`config.mk`:
```
export PLATFORM = sky130hd
export DESIGN_NAME = y_sig_compactor
export DESIGN_NICKNAME = d
export VERILOG_FILES = /design/src/rtl/y_sig_compactor.sv
export SDC_FILE = /design/constraint.sdc
export NUM_CORES = 1
export LEC_CHECK = 0
export ABC_AREA = 0
export CAP_MARGIN = 20
export CORE_AREA = 2 2 185 187
export DETAILED_ROUTE_END_ITERATION = 10
export DIE_AREA = 0 0 187 189
export SLEW_MARGIN = 20
export SYNTH_ARGS = -nofsm -noshare
export SYNTH_HDL_FRONTEND = slang
export SYNTH_SLANG_ARGS = --single-unit
```
`constraint.sdc`:
```
create_clock -name clk -period 2.2 [get_ports clk]
set_clock_uncertainty 0.1 [all_clocks]
set_input_delay 0.22 -clock clk [delete_from_list [all_inputs] [get_ports clk]]
set_output_delay 0.22 -clock clk [all_outputs]
set_load 0.1 [all_outputs]
```
`src/rtl/y_sig_compactor.sv`:
```
// y_sig_compactor
// Folds a wide DUT output vector into a SIG_W-bit MISR signature over a
// window of WINDOW accepted samples, then presents the signature through a
// valid/ack handshake.
// Optional feature: define Y_SIG_COMPACTOR_CMP_EN to add the expect_sig input
// and the registered mismatch flag.
module y_sig_compactor #(
   parameter int               IN_W   = 421,
   parameter int               SIG_W  = 32,
   parameter logic [SIG_W-1:0] POLY   = SIG_W'(32'h04C11DB7),
   parameter logic [SIG_W-1:0] SEED   = '0,
   parameter int               WINDOW = 256
) (
   input  logic              clk,
   input  logic              rst,
   input  logic [IN_W-1:0]   y_in,
   input  logic              sample_en,
   input  logic              start,
   output logic              busy,
   output logic              sig_valid,
   output logic [SIG_W-1:0]  sig,
   input  logic              sig_ack,
   output logic [15:0]       samples
`ifdef Y_SIG_COMPACTOR_CMP_EN
   ,
   input  logic [SIG_W-1:0]  expect_sig,
   output logic              mismatch
`endif
);

   // Number of SIG_W chunks after zero-padding y_in at the MSB end.
   localparam int          N_CHUNK  = (IN_W + SIG_W - 1) / SIG_W;
   localparam int          PAD_W    = N_CHUNK * SIG_W;
   localparam logic [15:0] WIN_LAST = 16'(WINDOW - 1);

   typedef enum logic [1:0] {
      S_IDLE,
      S_RUN,
      S_DONE
   } state_t;

   state_t             r_state;
   state_t             w_state_next;
   logic [SIG_W-1:0]   r_sig;
   logic [15:0]        r_samples;
   logic [PAD_W-1:0]   w_y_pad;
   logic [SIG_W-1:0]   w_fold;
   logic [SIG_W-1:0]   w_sig_next;
   logic               w_accept;
   logic               w_last;
   logic               w_load;

   // Zero-pad y_in and XOR all chunks together into one SIG_W word.
   always_comb begin
      // NOTE: combinational blocks use blocking '=' so the running XOR sees
      // each previous iteration; every output gets a default first so no
      // latch can be inferred.
      w_y_pad             = '0;
      w_y_pad[IN_W-1:0]   = y_in;
      w_fold              = '0;
      for (int c = 0; c < N_CHUNK; c++) begin
         w_fold = w_fold ^ w_y_pad[c*SIG_W +: SIG_W];
      end
   end

   // One MISR step: shift left, apply feedback on MSB, inject the fold.
   assign w_sig_next = {r_sig[SIG_W-2:0], 1'b0}
                     ^ (r_sig[SIG_W-1] ? POLY : '0)
                     ^ w_fold;

   assign w_load   = (r_state == S_IDLE) && start;
   assign w_accept = (r_state == S_RUN) && sample_en;
   assign w_last   = w_accept && (r_samples == WIN_LAST);

   // State register with synchronous reset.
   always_ff @(posedge clk) begin
      // NOTE: sequential state uses non-blocking '<=' so all registers
      // update together from pre-edge values.
      if (rst) r_state <= S_IDLE;
      else     r_state <= w_state_next;
   end

   // Next-state logic: start only counts in IDLE, ack only in DONE.
   always_comb begin
      w_state_next = r_state;
      case (r_state)
         S_IDLE:  if (start)   w_state_next = S_RUN;
         S_RUN:   if (w_last)  w_state_next = S_DONE;
         S_DONE:  if (sig_ack) w_state_next = S_IDLE;
         default:              w_state_next = S_IDLE;
      endcase
   end

   // Signature and sample counter: load on start, step on accepted samples.
   always_ff @(posedge clk) begin
      if (rst) begin
         r_sig     <= '0;
         r_samples <= '0;
      end else if (w_load) begin
         r_sig     <= SEED;
         r_samples <= '0;
      end else if (w_accept) begin
         r_sig     <= w_sig_next;
         r_samples <= r_samples + 16'd1;
      end
   end

`ifdef Y_SIG_COMPACTOR_CMP_EN
   logic r_mismatch;

   // Capture the compare result on the edge that enters DONE.
   always_ff @(posedge clk) begin
      if (rst)         r_mismatch <= 1'b0;
      else if (w_load) r_mismatch <= 1'b0;
      else if (w_last) r_mismatch <= (w_sig_next != expect_sig);
   end

   assign mismatch = r_mismatch;
`endif

   assign busy      = (r_state == S_RUN);
   assign sig_valid = (r_state == S_DONE);
   assign sig       = r_sig;
   assign samples   = r_samples;

endmodule

```
# Word level (Yosys, flattened, before mapping)
# Index checks and enable logic that the tools add are counted.
# word_totals
reg_bits,50
output_inout_bits,50
elab_cells,36
# classes
n_addsub,1
eq_ne,6
n_mux,5
bitwise_logic,15
reduce_logical,6
# op_table
operator,n
$xor 32x32->32,13
$xor 32x27->32,1
$xor 32x5->32,1
$mux 27,1
$add 16x1->16 const B,1
$eq 16x8->1 const B,1
$mux 2,3
$pmux 2 s3,1
$ne 2x1->1 const B,2
$logic_and 1x1->1,3
$reduce_and 3->1,1
$eq 2x1->1 const B,1
$eq 2x2->1 const B,1
$logic_not 2->1,1
$ne 2x2->1 const B,1
$reduce_or 2->1,1

# Depth between registers and ports, before layout
# depth
depth_word,14
ltp_mapped,7
ltp_nobuf,5

# Worst setup path after synthesis
# No wires, ideal clock.
# synth_timing
path_kind,register to register
start,reg r_samples[3] (netlist: samples[3])
end,reg r_samples[15] (netlist: samples[15])
setup_time_ns,0.117
arrival_time_ns,2.092
t_required_ns,1.983
setup_slack_ns,-0.109
path_stages_with_launch,6
cell_sequence,dfxtp_1 -> and4_2 -> nand3_4 -> nor4_2 -> xnor2_1 -> nor2_1
# synth_between
elab_chain_cells,1
# synth_rtl
element,line,text
from (decl),45,logic [15:0] r_samples;
from (signal assigned),104,r_samples <= r_samples + 16'd1;
$add 16x1->16,104,
# Every way passes these cells.
# A chain may end at the register's enable or synchronous reset.

# Worst setup path after layout
# layout_timing
start,reg r_sig[31] (netlist: sig[31])
end,reg r_sig[1] (netlist: sig[1])
# layout_between
elab_chain_cells,3
# layout_rtl
element,line,text
from (decl),44,logic [SIG_W-1:0] r_sig;
from (signal assigned),103,r_sig <= w_sig_next;
$mux 27,68,^ (r_sig[SIG_W-1] ? POLY : '0)
$xor 32x27->32,68,
$xor 32x32->32,69,^ w_fold;
# Every way passes these cells.

==> reports/qor.csv <==
stage,metric,value,unit
floorplan,core_area,33300,um2
critical_path,crit_arrival,1870,ps
hold_path,hp-class,reg -> reg,
cells_and_area,syn_to_final_growth,92.1,%
cells_and_area,final_util,0.335,
floorplan,ios,476,
yosys,synth_top_area_cell,xnor2_1,
yosys,synthTopCellsByArea,"xnor2_1, dfxtp_1, xor2_1",
sta,fin_crit,1750,ps
clocking,cts_made_buffers,5,
sta,relSlewSlack,0.691,
grt,grt_pass1_wl,33.9,mm
clocking,post_cts_buffers,0,
critical_path,required,2330,ps
routing,detail-route-antenna-nets,0,
sta,rsz0062_at_grt,false,
clocking,cts_sinks,50,
clocking,htreeDepth,2,
yosys,syn-num-nets,1068,
clocking,insertion_delay,310,ps
power_and_ir_drop,p_total,5.01,mW
sta,max_freq,0.572,GHz
floorplan,num_rows,67,
routing,wl_per_cell,14.6,um
clocking,post_cts_resize_count,0,
power_and_ir_drop,ir_drop,0.000248,V
clocking,path_clk_slew,80,ps
placed_design,dp.final_hpwl,20.8,mm
floorplan,dieArea,35300,um2
power_and_ir_drop,power_density,449,nW/um2
grt,grt_max_degree,32,
sta,finalCritPeriodShare,0.794,
critical_path,cp-start-kind,flip-flop,
sta,worstMarginPinSlew,460,ps
routing,viasPerCell,3.65,
cells_and_area,final_common_cell,clkdlybuf4s50_1,
floorplan,die_w,187,um
cells_and_area,layout-drive-gt1-share,0.0833,
yosys,ys.flop_type,dfxtp_1,
sta,hold_violations,0,
grt,antenna_found_initial,2,
grt,grt_usage,0.125,
clocking,cts-root-buf,clkbuf_16,
routing,drc,0,
yosys,synthesis.instances,641,
routing,vias,5726,
cells_and_area,nets,1543,
yosys,synth_area,5810,um2
placed_design,gp_congestion,0.856,
sta,timing.hold.ws,377,ps
run_status,status,finished clean,
grt,gr-total-overflow,0,
yosys,ys_seq_elements,50,
grt,grt_pass1_vias,6198,
placed_design,port_buffers,475,
yosys,synth_edf_count,0,
yosys,synth_cell_type_count,36,
critical_path,crit_type,reg -> reg,
critical_path,crit_fanout,13,
clocking,clk_path_buf_depth,2,
floorplan,start_util,0.175,
run,maxCapViolCount,0,
yosys,synth_top_area_frac,0.535,
power_and_ir_drop,p_leak,3.70,nW
sta,setup_violations,0,
routing,drtIter0Drc,114,
critical_path,endpoint_kind,flip-flop,
floorplan,dieHeight,189,um
clocking,tritoncts,done,
yosys,async_flop_share,0,
sta,tns,0,ps
cells_and_area,final_cell_mix,"clkdlybuf4s50_1, xnor2_1, xor2_1, buf_4, dfxtp_1",
sta,slew_violations,0,
yosys,syn_avg_cell_area,9.06,um2
routing,wl,22.9,mm
routing,drt_pre_antenna_iters,4,
clocking,cts_hold_buf,0,
cells_and_area,n_fill_cell,3470,
yosys,ys_seq_area_frac,0.172,
yosys,yosysWarnings,0,
-- cell families after synthesis --
logic type,after synthesis,synth area share
xor gates and xnor gates,445,0.682
and+or+nand+nor,82,0.0736
DFF,50,0.172
AOI/OAI and AO/OA,44,0.0504
buffers and inverters,19,0.0192
adders and majority gates,1,0.00215
-- worst max-delay path: stages, from the launching register on --
cell	delay (ps)
dfxtp_2	520
buf_12	230
xnor2_1	150
xnor2_1	160
xnor2_1	160
xnor2_1	110
a211oi_1	220
-- metrics by stage --
step / instances / setup slack (ps) / instance area, um2
2_1_floorplan: 641 / -20.4 / 5820
3_3_place_gp: 1557 / 147 / 11000
3_5_place_dp: 1557 / 155 / 11000
4_1_cts: 1565 / 390 / 11200
5_1_grt: 1567 / 317 / 11200
6_report: 1567 / 453 / 11200
-- layer usage --
metal / track usage / routed length (um) / vias to the layer above
li1: - / - / 2976
met1: 0.144 / 9310 / 2488
met2: 0.230 / 11700 / 235
met3: 0.0311 / 1430 / 27
met4: 0.0305 / 467 / 0
met5: 0 / 0 / -
-- report_power, final --
group,internal [mW],leakage (nW),switching (mW)
Clock,0.438,0.0763,0.423
Sequential,0.945,0.408,0.0521
Combinational,1.82,3.22,1.33
Total,3.20,3.70,1.81
-- final timing paths --
path	slack, ps	end	depth (start not counted)	startpoint
worst max-delay path	450	sig[1]$_SDFFE_PP0P_	6	sig[31]$_SDFFE_PP0P_
worst min-delay path	380	samples[1]$_SDFFE_PP0P_	2	samples[1]$_SDFFE_PP0P_
worst max register to register	450	sig[1]$_SDFFE_PP0P_	6	sig[31]$_SDFFE_PP0P_
worst min register to register	380	samples[1]$_SDFFE_PP0P_	2	samples[1]$_SDFFE_PP0P_
-- synth_stat cells (3+ instances only) --
cell,count
a211oi_1,20
a21oi_1,6
buf_2,7
clkbuf_1,6
dfxtp_1,50
inv_1,3
nand2_1,22
nor2_1,31
nor3_1,5
o21ai_0,4
o22ai_1,12
or3_1,4
xnor2_1,355
xnor2_2,9
xor2_1,81
-- sequential cells by signal, summed over array words and instances, names as in the netlist --
name     flops
r_state      2
samples     16
sig         32
-- cell type report --
cell class | instances | area (um2) | share of cell area
Multi-Input combinational cell | 572 | 4700 | 0.421
Antenna cell | 2 | 5.00 | 0.000448
Timing Repair Buffer | 484 | 4720 | 0.423
Clock inverter | 3 | 28.8 | 0.00258
Tap cell | 448 | 561 | 0.0502
Clock buffer | 5 | 125 | 0.0112
Sequential cell | 50 | 1010 | 0.0904
Inverter | 3 | 11.3 | 0.00101
No activity file was read; power rests on OpenSTA's default activity.
